==> src/rtl/serial_subtractor_if.sv <==
// Operand/result bundle for serial_subtractor (start/busy/done handshake).
// Compile with SERIAL_SUBTRACTOR_ADD_MODE_EN defined to add the mode select.
interface serial_subtractor_if #(
  parameter int WIDTH = 16
);
  // Handshake: start is sampled only while idle, and A/B (and mode) are captured
  // on that same edge. busy is high while bits are processed. done pulses for one
  // cycle with diff/borrow/overflow valid, and those results hold until the next accept.
  logic             start;
  logic [WIDTH-1:0] A;
  logic [WIDTH-1:0] B;
`ifdef SERIAL_SUBTRACTOR_ADD_MODE_EN
  logic             mode;
`endif
  logic [WIDTH-1:0] diff;
  logic             borrow;
  logic             overflow;
  logic             busy;
  logic             done;
  logic [1:0]       dbg_state;

  modport master (
    output start, A, B,
`ifdef SERIAL_SUBTRACTOR_ADD_MODE_EN
    output mode,
`endif
    input  diff, borrow, overflow, busy, done, dbg_state
  );

  modport slave (
    input  start, A, B,
`ifdef SERIAL_SUBTRACTOR_ADD_MODE_EN
    input  mode,
`endif
    output diff, borrow, overflow, busy, done, dbg_state
  );
endinterface

==> src/rtl/serial_subtractor.sv <==
// Bit-serial A - B, LSB first, one full-subtractor step per clock.
// Optional SERIAL_SUBTRACTOR_ADD_MODE_EN adds a mode bit (1 = subtract, 0 = add).
module serial_subtractor #(
  parameter int WIDTH = 16
) (
  input  logic                clk,
  input  logic                rst,
  serial_subtractor_if.slave  bus
);
  localparam int CW = (WIDTH > 1) ? $clog2(WIDTH) : 1;

  typedef enum logic [1:0] {
    IDLE = 2'd0,
    RUN  = 2'd1,
    DONE = 2'd2
  } state_t;

  state_t           state_q, state_d;
  logic [WIDTH-1:0] a_sr_q, a_sr_d;
  logic [WIDTH-1:0] b_sr_q, b_sr_d;
  logic [WIDTH-1:0] r_sr_q, r_sr_d;
  logic             bin_q, bin_d;
  logic [CW-1:0]    count_q, count_d;
  logic [WIDTH-1:0] diff_q, diff_d;
  logic             borrow_q, borrow_d;
  logic             overflow_q, overflow_d;
`ifdef SERIAL_SUBTRACTOR_ADD_MODE_EN
  logic             mode_q, mode_d;
`endif

  logic a_bit, b_bit, d_bit, bout, ovf_bit;
  logic sub_bout, add_cout, sub_ovf, add_ovf;

  always_comb begin
    a_bit    = a_sr_q[0];
    b_bit    = b_sr_q[0];
    d_bit    = a_bit ^ b_bit ^ bin_q;
    sub_bout = (~a_bit & b_bit) | (~(a_bit ^ b_bit) & bin_q);
    add_cout = (a_bit & b_bit) | (bin_q & (a_bit ^ b_bit));
    // Only meaningful on the sign-bit step, where a/b/d are the operand and result MSBs.
    sub_ovf  = (a_bit != b_bit) & (d_bit != a_bit);
    add_ovf  = (a_bit == b_bit) & (d_bit != a_bit);
`ifdef SERIAL_SUBTRACTOR_ADD_MODE_EN
    bout     = mode_q ? sub_bout : add_cout;
    ovf_bit  = mode_q ? sub_ovf  : add_ovf;
`else
    bout     = sub_bout;
    ovf_bit  = sub_ovf;
`endif
  end

  always_comb begin
    state_d    = state_q;
    a_sr_d     = a_sr_q;
    b_sr_d     = b_sr_q;
    r_sr_d     = r_sr_q;
    bin_d      = bin_q;
    count_d    = count_q;
    diff_d     = diff_q;
    borrow_d   = borrow_q;
    overflow_d = overflow_q;
`ifdef SERIAL_SUBTRACTOR_ADD_MODE_EN
    mode_d     = mode_q;
`endif
    case (state_q)
      IDLE: begin
        if (bus.start) begin
          a_sr_d  = bus.A;
          b_sr_d  = bus.B;
          r_sr_d  = '0;
          bin_d   = 1'b0;
          count_d = '0;
`ifdef SERIAL_SUBTRACTOR_ADD_MODE_EN
          mode_d  = bus.mode;
`endif
          state_d = RUN;
        end
      end
      RUN: begin
        a_sr_d  = a_sr_q >> 1;
        b_sr_d  = b_sr_q >> 1;
        r_sr_d  = {d_bit, r_sr_q[WIDTH-1:1]};
        bin_d   = bout;
        count_d = count_q + CW'(1);
        if (count_q == CW'(WIDTH - 1)) begin
          diff_d     = {d_bit, r_sr_q[WIDTH-1:1]};
          borrow_d   = bout;
          overflow_d = ovf_bit;
          count_d    = '0;
          state_d    = DONE;
        end
      end
      DONE:    state_d = IDLE;
      default: state_d = IDLE;
    endcase
  end

  always_ff @(posedge clk) begin
    if (rst) begin
      state_q    <= IDLE;
      a_sr_q     <= '0;
      b_sr_q     <= '0;
      r_sr_q     <= '0;
      bin_q      <= 1'b0;
      count_q    <= '0;
      diff_q     <= '0;
      borrow_q   <= 1'b0;
      overflow_q <= 1'b0;
`ifdef SERIAL_SUBTRACTOR_ADD_MODE_EN
      mode_q     <= 1'b1;
`endif
    end else begin
      state_q    <= state_d;
      a_sr_q     <= a_sr_d;
      b_sr_q     <= b_sr_d;
      r_sr_q     <= r_sr_d;
      bin_q      <= bin_d;
      count_q    <= count_d;
      diff_q     <= diff_d;
      borrow_q   <= borrow_d;
      overflow_q <= overflow_d;
`ifdef SERIAL_SUBTRACTOR_ADD_MODE_EN
      mode_q     <= mode_d;
`endif
    end
  end

  assign bus.diff      = diff_q;
  assign bus.borrow    = borrow_q;
  assign bus.overflow  = overflow_q;
  assign bus.busy      = (state_q == RUN);
  assign bus.done      = (state_q == DONE);
  assign bus.dbg_state = state_q;
endmodule
==> src/flat_wrapper.sv <==
// flat-port wrapper written by rule: the top's interface ports become plain ports
module serial_subtractor_flat 
#(
  parameter int WIDTH = 16
)
  (clk, rst, bus_start, bus_A, bus_B, bus_diff, bus_borrow, bus_overflow, bus_busy, bus_done, bus_dbg_state);
  serial_subtractor_if #(.WIDTH(WIDTH)) bus_i ();
  input  logic clk;
  input  logic rst;
  input wire logic [$bits(bus_i.start)-1:0] bus_start;
  input wire logic [$bits(bus_i.A)-1:0] bus_A;
  input wire logic [$bits(bus_i.B)-1:0] bus_B;
  output wire logic [$bits(bus_i.diff)-1:0] bus_diff;
  output wire logic [$bits(bus_i.borrow)-1:0] bus_borrow;
  output wire logic [$bits(bus_i.overflow)-1:0] bus_overflow;
  output wire logic [$bits(bus_i.busy)-1:0] bus_busy;
  output wire logic [$bits(bus_i.done)-1:0] bus_done;
  output wire logic [$bits(bus_i.dbg_state)-1:0] bus_dbg_state;
  assign bus_i.start = bus_start;
  assign bus_i.A = bus_A;
  assign bus_i.B = bus_B;
  assign bus_diff = bus_i.diff;
  assign bus_borrow = bus_i.borrow;
  assign bus_overflow = bus_i.overflow;
  assign bus_busy = bus_i.busy;
  assign bus_done = bus_i.done;
  assign bus_dbg_state = bus_i.dbg_state;
  serial_subtractor #(.WIDTH(WIDTH)) u_core (.clk(clk), .rst(rst), .bus(bus_i));
endmodule
==> config.mk <==
export PLATFORM = sky130hd
export DESIGN_NAME = serial_subtractor_flat
export DESIGN_NICKNAME = d
export VERILOG_FILES = /design/src/rtl/serial_subtractor_if.sv /design/src/rtl/serial_subtractor.sv /design/src/flat_wrapper.sv
export SDC_FILE = /design/constraint.sdc
export NUM_CORES = 1
export LEC_CHECK = 0
export ABC_AREA = 1
export BUFFER_PORTS_ARGS = -buffer_cell sky130_fd_sc_hd__buf_4
export CORE_UTILIZATION = 45
export CTS_CLUSTER_SIZE = 12
export DETAILED_ROUTE_END_ITERATION = 7
export PLACE_DENSITY_LB_ADDON = 0.25
export SLEW_MARGIN = 20
export SYNTH_ARGS = -nofsm -noshare
export SYNTH_HDL_FRONTEND = slang
export SYNTH_SLANG_ARGS = --single-unit
==> constraint.sdc <==
create_clock -name clk -period 3.7 [get_ports clk]
set_input_delay 0 -clock clk [delete_from_list [all_inputs] [get_ports clk]]
set_output_delay 0 -clock clk [all_outputs]
set_load 0.01 [all_outputs]
; ---- Word level (Yosys, flattened, before mapping)
; Index checks and enable logic that the tools add are counted.
[totals]
reg_bits = 73
inputBits = 35
wordCells = 44
[classes]
addsub = 1
n_eq_ne = 7
n_mux = 14
n_bitwise = 8
n_reduce_logical = 5
[ops]
columns = cell, n
row1 = case mux 16 bit (2 select lines), 3
row2 = two-way mux 16 bit, 3
row3 = two-way mux 4 bit, 2
row4 = case mux 4 bit (2 select lines), 1
row5 = AND reduction 2 bit, 3
row6 = adder 4 x 1 -> 4 bit (second input constant), 1
row7 = == test 4 bit (second input constant), 1
row8 = two-way mux 2 bit, 2
row9 = case mux 2 bit (2 select lines), 1
row10 = AND 1 bit, 3
row11 = == test 2 x 1 -> 1 bit (second input constant), 1
row12 = == test 2 bit (second input constant), 1
row13 = zero test 2 bit, 1
row14 = inequality test 1 bit, 2
row15 = inequality test 2 x 1 -> 1 bit (second input constant), 1
row16 = inequality test 2 bit (second input constant), 1
row17 = inverter 1 bit, 2
row18 = case mux 1 bit (2 select lines), 1
row19 = nonzero test 2 bit, 1
row20 = bitwise XOR 1 bit, 2
row21 = two-way mux 1 bit, 1
row22 = OR 1 bit, 1

; ---- Longest topological paths before layout
[depth]
depth_word = 5
ltp_mapped = 8
mapped_depth_nobuf = 7

; ---- Least setup slack after synthesis
; No wires, ideal clock.
[synth_path]
path_type = reg2reg
startpoint = register u_core.bin_q
endpoint = register u_core.overflow_q (netlist: u_core.bus.overflow)
arrival_time_ns = 1.185
path_slack_ns = 2.403
stages_incl_launch_ff = 8
path_cell_list = dfxtp_1 -> inv_1 -> fa_1 -> nand2_1 -> nand2_1 -> nor2_1 -> nor2_1 -> nor2_1
[synth_between]
elab_chain_len = 3
[synth_rtl]
columns = item, line_no
row1 = from (decl), serial_subtractor.sv:22  ; logic bin_q, bin_d;
row2 = from (signal assigned), serial_subtractor.sv:117  ; bin_q <= bin_d;
row3 = bitwise XOR 1 bit, serial_subtractor.sv:37  ; d_bit = a_bit ^ b_bit ^ bin_q;
row4 = via u_core.d_bit, serial_subtractor.sv:31  ; logic a_bit, b_bit, d_bit, bout, ovf_bit;
row5 = inequality test 1 bit, serial_subtractor.sv:41  ; sub_ovf = (a_bit != b_bit) & (d_bit != a_bit);
row6 = AND 1 bit, serial_subtractor.sv:41
row7 = to (signal assigned), serial_subtractor.sv:121  ; overflow_q <= overflow_d;
row8 = to (decl), serial_subtractor.sv:26  ; logic overflow_q, overflow_d;
; The timed path passes the listed nets, and every way through them passes these cells.
; A chain may end at the register's enable or synchronous reset.

==> results.cfg <==
[routing]
routedWlPerCell_um = 11.6
firstDrtPassIters = 6
drtIter0Drc = 152
routed_wl_um = 6850
drt.antenna.violating_nets = 0
vias = 2895
routed_via_density = 4.89
drc = 4

[sta]
worst_pin_slew_ns = 1.06
fin_crit_sh = 0.584
hold_slack_ns = 0.0132
fmax_mhz = 463
rsz0062_at_grt = false
fin_ws_ns = 1.54
period_needed_ns = 2.16
finalHoldViolCount = 0
slew_viol_final = 0
finClkSkew_ns = 0.00628
relSlewSlack = 0.293
setup_viol_count_final = 0
fin_tns_setup_ns = 0

[finish]
fin_cells = 592
multi_input_area_um2 = 1380
area_delta_synth_final_pct = 28.6
layout-drive-gt1-share = 0.159
insertedDiodeCount = 0
regArea_um2 = 1440
nFillCells = 608
final_common_cell = nand2_1
final_util = 0.610
design_area_um2 = 3940
nNetsFinal = 549
layout_common_cells = nand2_1 (159), dfxtp_1 (72), buf_4 (57)

[placement]
hpwl_um = 4190
dp_slack_ns = 1.77
place.gp.congestion = 0.731
dp_cells = 546
placed_cell_area_um2 = 3460
io_buffers = 56

[grt]
grt_max_degree = 62
grt_pass1_wl_um = 11400
met3_usage = 0.0393
grt_pass1_vias = 2621
overflow = 0
grtUsageMet1 = 0.239
grt.busiest_layer = met2
use_met2 = 0.346
antenna_found_initial = 0
grt_usage = 0.200

[pwr]
power_mw = 1.53
sequentialPowerShare = 0.535
ir_worst_vdd_mv = 0.213
comb_power_share = 0.127
p_sw_mw = 0.409
sw_frac_of_total = 0.266
p_int_mw = 1.12
clkPwrFrac = 0.338
leakage_nw = 1.86
p_per_area_nw_per_um2 = 389

[floorplanning]
die-width_um = 84.5
dieHeight_um = 84.5
dieArea_um2 = 7140
core_area_um2 = 6460
rows = 29
start_util = 0.474
ios = 57

[logic_synthesis]
synth-main-ff-cell = dfxtp_1
synth-edff-count = 0
synth-adder-area-share = 0.0147
yosysUniqueCellTypes = 25
postSynthAreaPerCell_um2 = 7.03
synth-compound-area-share = 0.107
synth.area.mux_share = 0
synth_top_family_by_area = simple AND/OR/NAND/NOR gates
netlist_area_um2 = 3060
synth_nets = 474
synth-simple-area-share = 0.326
async_flop_share = 0
synth-seq-cells = 72
yosysWarnings = 0
synth_xor_area_frac = 0
postSynthCellCount = 436
ys_seq_area_frac = 0.470

[outcome]
status = complete, but fails checks
violations = DRC

[worst_setup_path]
cp-end-kind = flop
crit_path_cell_trace = dlygate4sd3_1 -> buf_4 -> inv_2 -> nand2_1 -> o21ai_1
crit_type = in2reg
slowest_delay_ns = 0.70
crit_fanout = 54
required_ns = 3.94
slowest_stage = nand2_1
cp-start-kind = primary input
arrival_ns = 2.40
reg2regPathDepth = 5

[clocking]
ctsLongestPathBuffers = 2
clk_pin_slew_worst_paths_ns = 0.07
cts_tree = built
h-tree-depth = 3
clkSinkCount = 72
post_cts_resized = 0
worst_skew_pair.late_latency_ns = 0.33
postCtsHoldBufs = 31
cts_root_buf = clkbuf_8
post-cts-setup-buffer-count = 0
numCtsBuffers = 9

[min_path]
holdPathStages = 5
hp-class = in2reg

[job]
maxCapViolCount = 0
-- cell type report --
type,instances,share of cell area
well taps,77,0.0245
repair buffers,88,0.187
clock buffers,9,0.0314
inverters,33,0.0314
clock inverters,6,0.00953
flip-flops and latches,72,0.366
multi-input cells,307,0.350
-- path summary, 6_finish.rpt --
path                           startpoint           endpoint  slack [ns]
setup / recovery                      rst  u_core.b_sr_q[13]        1.54
hold / removal                   bus_B[0]   u_core.b_sr_q[0]        0.01
setup reg to reg  u_core.bus.dbg_state[1]  u_core.b_sr_q[13]        1.72
hold reg to reg          u_core.a_sr_q[1]   u_core.a_sr_q[1]        0.46
-- cells in the mapped netlist (2+ instances only) --
cell type / number / share of area
dfxtp_1: 72 / 0.47
buf_2: 15 / 0.024
o21bai_1: 14 / 0.034
nand2_2: 2 / 0.0041
clkbuf_1: 3 / 0.0037
buf_1: 2 / 0.0025
nor2_1: 45 / 0.055
inv_2: 3 / 0.0037
nand2_1: 159 / 0.19
ha_1: 2 / 0.0082
o21ai_1: 30 / 0.049
o21ai_0: 10 / 0.016
nand3_1: 36 / 0.059
buf_4: 3 / 0.0073
inv_1: 30 / 0.037
-- cells by family (layout without fill, tap and decap cells) --
family | count (synthesis) | count (layout)
buf+inv | 57 | 136
simple gates | 247 | 247
fa+ha+maj | 3 | 3
compound gates | 57 | 57
flops | 72 | 72
-- per-layer routing --
metal | share of wire | up-vias
li1 | - | 1511
met1 | 0.45 | 1323
met2 | 0.50 | 52
met3 | 0.035 | 9
met4 | 0.014 | 0
met5 | 0 | -
-- state kept, by name, summed over array words and instances, names as in the netlist --
register and flops:
u_core.bus.borrow 1, u_core.r_sr_q 15, u_core.bus.overflow 1, u_core.bin_q 1, u_core.bus.dbg_state 2, u_core.bus.diff 16
u_core.b_sr_q 16, u_core.count_q 4, u_core.a_sr_q 16
-- critical path, delay by kind of cell --
family,cells,cell delay [ns]
AOI/OAI and AO/OA,1,0.34
buffers and inverters,3,1.35
and+or+nand+nor,1,0.70
-- power by group through the flow --
stage | sequential, mW | clock (mW) | combinational, mW
2_1_floorplan | 0.833 | 0 | 0.117
3_3_place_gp | 0.837 | 0 | 0.164
3_5_place_dp | 0.837 | 0 | 0.166
4_1_cts | 0.820 | 0.533 | 0.193
5_1_grt | 0.823 | 0.564 | 0.218
6_report | 0.820 | 0.519 | 0.195
No activity file was read; power rests on OpenSTA's default activity.
